[src/rtl/sram_readback.sv]
// sram_readback: drains rows of the result SRAM (bank A) and streams them to
// the host one element at a time, lane 0 (LSBs) first.
//
// Handshake: out_valid/out_ready. An element transfers on a rising edge where
// out_valid && out_ready. Once out_valid rises it stays high, and out_data and
// out_last stay stable, until that element has transferred.
module sram_readback #(
   parameter int ARRAY_SIZE        = 8,
   parameter int OUTPUT_DATA_WIDTH = 16,
   parameter int ADDR_WIDTH        = 6,
   parameter int MAX_ROWS          = 64
) (
   input  logic                                    clk,
   input  logic                                    srst,
   input  logic                                    start,
   input  logic [ADDR_WIDTH:0]                     row_count,
   output logic                                    sram_re_a,
   output logic [ADDR_WIDTH-1:0]                   sram_raddr_a,
   input  logic [ARRAY_SIZE*OUTPUT_DATA_WIDTH-1:0] sram_rdata_a,
   output logic [OUTPUT_DATA_WIDTH-1:0]            out_data,
   output logic                                    out_valid,
   input  logic                                    out_ready,
   output logic                                    out_last,
   output logic                                    busy,
   output logic                                    done,
   output logic [2:0]                              state_dbg
);

   localparam int LANE_W = (ARRAY_SIZE > 1) ? $clog2(ARRAY_SIZE) : 1;
   localparam int CNT_W  = ADDR_WIDTH + 1;
   localparam logic [CNT_W-1:0]  MAX_ROWS_C = CNT_W'(MAX_ROWS);
   localparam logic [LANE_W-1:0] LAST_LANE  = LANE_W'(ARRAY_SIZE - 1);

   typedef enum logic [2:0] {
      S_IDLE = 3'd0,
      S_READ = 3'd1,
      S_LOAD = 3'd2,
      S_SEND = 3'd3,
      S_DONE = 3'd4
   } state_t;

   state_t                              state_q, state_d;
   logic [CNT_W-1:0]                    count_q;
   logic [CNT_W-1:0]                    row_ptr_q;
   logic [LANE_W-1:0]                   lane_q;
   logic [ADDR_WIDTH-1:0]               addr_q;
   logic [ARRAY_SIZE*OUTPUT_DATA_WIDTH-1:0] row_reg_q;

   logic             handshake;
   logic             last_lane;
   logic [CNT_W-1:0] row_count_clamped;
   logic [CNT_W-1:0] row_ptr_inc;

   assign handshake         = (state_q == S_SEND) && out_ready;
   assign last_lane         = (lane_q == LAST_LANE);
   assign row_count_clamped = (row_count > MAX_ROWS_C) ? MAX_ROWS_C : row_count;
   assign row_ptr_inc       = row_ptr_q + CNT_W'(1);

   // State register; srst aborts any drain immediately without a done pulse.
   always_ff @(posedge clk or posedge srst) begin
      if (srst) begin
         state_q <= S_IDLE;
      end else begin
         state_q <= state_d;
      end
   end

   // Next-state logic.
   always_comb begin
      state_d = state_q;
      case (state_q)
         S_IDLE: begin
            if (start) begin
               state_d = (row_count_clamped == '0) ? S_DONE : S_READ;
            end
         end
         S_READ: state_d = S_LOAD;
         S_LOAD: state_d = S_SEND;
         S_SEND: begin
            if (handshake && last_lane) begin
               state_d = (row_ptr_inc < count_q) ? S_READ : S_DONE;
            end
         end
         S_DONE:  state_d = S_IDLE;
         default: state_d = S_IDLE;
      endcase
   end

   // Datapath: latch the row count, track row/lane position, capture SRAM rows.
   always_ff @(posedge clk or posedge srst) begin
      if (srst) begin
         count_q   <= '0;
         row_ptr_q <= '0;
         lane_q    <= '0;
         addr_q    <= '0;
         row_reg_q <= '0;
      end else begin
         case (state_q)
            S_IDLE: begin
               if (start) begin
                  count_q   <= row_count_clamped;
                  row_ptr_q <= '0;
                  lane_q    <= '0;
               end
            end
            S_READ: addr_q <= row_ptr_q[ADDR_WIDTH-1:0];
            S_LOAD: begin
               row_reg_q <= sram_rdata_a;
               lane_q    <= '0;
            end
            S_SEND: begin
               if (handshake) begin
                  if (last_lane) begin
                     lane_q    <= '0;
                     row_ptr_q <= row_ptr_inc;
                  end else begin
                     lane_q <= lane_q + LANE_W'(1);
                  end
               end
            end
            default: ;
         endcase
      end
   end

   // Outputs decoded from state; the address holds its last value outside READ
   // except in IDLE, where it parks at zero.
   always_comb begin
      sram_re_a    = (state_q == S_READ);
      sram_raddr_a = addr_q;
      if (state_q == S_IDLE) begin
         sram_raddr_a = '0;
      end else if (state_q == S_READ) begin
         sram_raddr_a = row_ptr_q[ADDR_WIDTH-1:0];
      end
      out_valid = (state_q == S_SEND);
      out_data  = '0;
      if (state_q == S_SEND) begin
         out_data = row_reg_q[int'(lane_q)*OUTPUT_DATA_WIDTH +: OUTPUT_DATA_WIDTH];
      end
      out_last  = (state_q == S_SEND) && last_lane &&
                  (row_ptr_q == (count_q - CNT_W'(1)));
      busy      = (state_q != S_IDLE);
      done      = (state_q == S_DONE);
      state_dbg = state_q;
   end

endmodule

[config.mk]
export PLATFORM = sky130hd
export DESIGN_NAME = sram_readback
export DESIGN_NICKNAME = d
export VERILOG_FILES = /design/src/rtl/sram_readback.sv
export SDC_FILE = /design/constraint.sdc
export NUM_CORES = 1
export LEC_CHECK = 0
export CAP_MARGIN = 10
export CELL_PAD_IN_SITES_DETAIL_PLACEMENT = 1
export CELL_PAD_IN_SITES_GLOBAL_PLACEMENT = 1
export CORE_ASPECT_RATIO = 1.25
export CORE_MARGIN = 8
export CORE_UTILIZATION = 44
export DETAILED_ROUTE_END_ITERATION = 10
export PLACE_DENSITY = 0.92
export SLEW_MARGIN = 20
export SYNTH_ARGS = -nofsm -noshare
export SYNTH_HDL_FRONTEND = slang
export SYNTH_SLANG_ARGS = --single-unit
[constraint.sdc]
create_clock -name clk -period 10.9 [get_ports clk]
set_input_delay 2.18 -clock clk [delete_from_list [all_inputs] [get_ports clk]]
set_output_delay 2.18 -clock clk [all_outputs]
set_load 0.02 [all_outputs]
==> impl_metrics.tcl <==
set metrics [dict create \
    clockBufferDepth 2 \
    cts_max_level 4 \
    syn-cell-area_sq_um 7340 \
    grt_usage_pct 22.2 \
    finalSetupTns_ns 0 \
    syn_nets 677 \
    combPwrFrac_pct 42.2 \
    dp_hpwl_microns 16700 \
    placement.io_buffers 168 \
    dpl.cell_count 886 \
    holdBufCountCts 0 \
    cts_sinks 154 \
    placementRows 53 \
    antenna_found_initial 0 \
    rsz0062_at_grt "false" \
    start_util_pct 44.3 \
    place.gp.congestion 0.851 \
    peakVddDrop_v 0.000132 \
    filler_cell_count 1616 \
    drt_wl_total_microns 22700 \
    yosysTopAreaCellShare_pct 52.5 \
    postSynth.asyncResetShare_pct 100 \
    grt_pass1_wl_microns 35700 \
    die_w_microns 132 \
    cts_tree "done" \
    dieArea_sq_um 21100 \
    drt_pass1_iterations 4 \
    swShare_pct 34.2 \
    p_leak_nw 4.03 \
    area_delta_synth_final_pct 32.4 \
    layout-drive-gt1-share_pct 30.1 \
    numCtsBuffers 17 \
    viasPerCell 5.49 \
    cts_root_buf "clkbuf_16" \
    yosysWarnings 0 \
    core_area_sq_um 16600 \
    clkPwrFrac_pct 20.8 \
    critPathLaunchType "register" \
    path_class "register to primary output" \
    critPathMaxFanout 31 \
    ys_types 37 \
    worstPathArrival_ns 3.33 \
    fin_util_pct 58.6 \
    drt-initial-drc-count 384 \
    maxCapViolations 0 \
    vias 5032 \
    instances_no_fill 917 \
    post_drt_wl_per_cell_microns 24.8 \
    synth_most_common_cell "dfrtp_1" \
    seq_area_frac_synth_pct 52.5 \
    period_share_pct 50.5 \
    diodes 0 \
    post-route-min-period_ns 5.51 \
    netSwitchingPower_uw 957 \
    hold_path.class "register to register" \
    final_area_sq_um 9720 \
    grt_max_degree 83 \
    die_h_microns 160 \
    grt-ovfl-total 0 \
    drv_slew 0 \
    synth.avg_cell_area_sq_um 13.9 \
    end_kind "primary output" \
    synthTopCellsByArea "dfrtp_1 52%, mux2_2 21%, mux4_2 9.8%" \
    nets 835 \
    pre_cts_ws_ns 5.94 \
    synth_cells 527 \
    skew_ns 0.00929 \
    clk_latency_ns 0.43 \
    drc 0 \
    synth.top_cells.by_count "154 x dfrtp_1, 136 x mux2_2, 45 x nand2_1, 32 x mux4_2, 22 x a21oi_1" \
    worst_slack_ns 5.39 \
    powerDensity_nw_per_um2 288 \
    hold_viol_final 0 \
    synth_top_area_cell "dfrtp_1" \
    slew_headroom_pct 36.0 \
    dpl-instance-area_sq_um 9140 \
    synth_edf_count 0 \
    fin_hold_ws_ns 0.497 \
    p_seq_share_pct 37.0 \
    fmax_ghz 0.182 \
    synthFlopType "dfrtp_1" \
    ant_nets 0 \
    num_io_pins 169 \
    power.internal_mw 1.84 \
    power.total_mw 2.80 \
    grt_pass1_vias 6077 \
    post_cts_buffers 0 \
    setup_viol 0 \
    crit_required_ns 8.72 \
    cts_resized 0 \
    run_status "completed" \
    clkTransAtPathRegs_ns 0.06 \
    worstMarginPinSlew_ns 0.960 \
    ys_ff_latch 154 \
]
sequential cells by signal, indices dropped and copies added (netlist names):
register   cells
count_q        7
addr_q         6
row_ptr_q      7
lane_q         3
state_dbg      3
row_reg_q    128
cells in the final DEF (no fill, tap or decap), drive strengths merged, types with 5 or more instances in the layout:
master and instances:
nand2b 6, xnor2 9, dfrtp 154, a22o 5, and2 7, clkdlybuf4s50 168
nand3 7, mux4 32, nand2 45, inv 11, clkbuf 20, o21ai 10
mux2 137, nor3 8, a21oi 22, xor2 7, ha 11, clkinv 6
final timing paths:
check | depth (start not counted) | startpoint | slack (ns) | endpoint
worst min-delay path | 1 | addr_q[3] | 0.50 | addr_q[3]
worst min register to register | 1 | addr_q[3] | 0.50 | addr_q[3]
worst max register to register | 4 | state_dbg[1] | 8.08 | row_reg_q[17]
worst max-delay path | 8 | lane_q[0] | 5.39 | out_last
max in group asynchronous | 3 | srst | 7.43 | lane_q[1]
min in group asynchronous | 2 | srst | 2.23 | count_q[1]
cell families after synthesis:
kind of cell	Yosys count	share of synthesized area [%]
mux	169	30.9
flops	154	52.5
simple gates	88	5.86
buf+inv	45	3.37
compound gates	44	3.61
xor+xnor	16	1.91
fa+ha+maj	11	1.87
final cells by class:
class / instances / area [sq um] / share of cell area (%)
tap: 220 / 275 / 2.83
inverter: 12 / 50.0 / 0.515
sequential: 154 / 3860 / 39.7
clock inverter: 11 / 123 / 1.26
clock buffer: 20 / 457 / 4.70
timing repair buffer: 172 / 1720 / 17.6
multi-input combinational: 328 / 3250 / 33.4
worst max-delay path, cell delays in order (launching register included):
cell,delay (ns)
dfrtp_2,0.48
buf_4,0.56
ha_1,0.25
ha_1,0.22
nand2_1,0.09
nor3_1,0.29
nand4_1,0.13
nor3_1,0.23
clkdlybuf4s50_1,0.64
power groups by stage:
stage,sequential [mW],combinational (mW),clock [mW]
6_report,1.03,1.18,0.580
3_5_place_dp,1.03,1.18,0
2_1_floorplan,0.921,0.841,0
4_1_cts,1.04,1.20,0.594
3_3_place_gp,0.997,1.13,0
5_1_grt,1.06,1.26,0.613
layer usage:
metal  up-vias  share of wire, %  track usage, %
li1       2216                 -               -
met1      2578                35            22.4
met2       175                56            40.7
met3        63               4.6            5.50
met4         0               4.9            12.9
met5         -                 0               0
(Power assumes the default switching activity.)
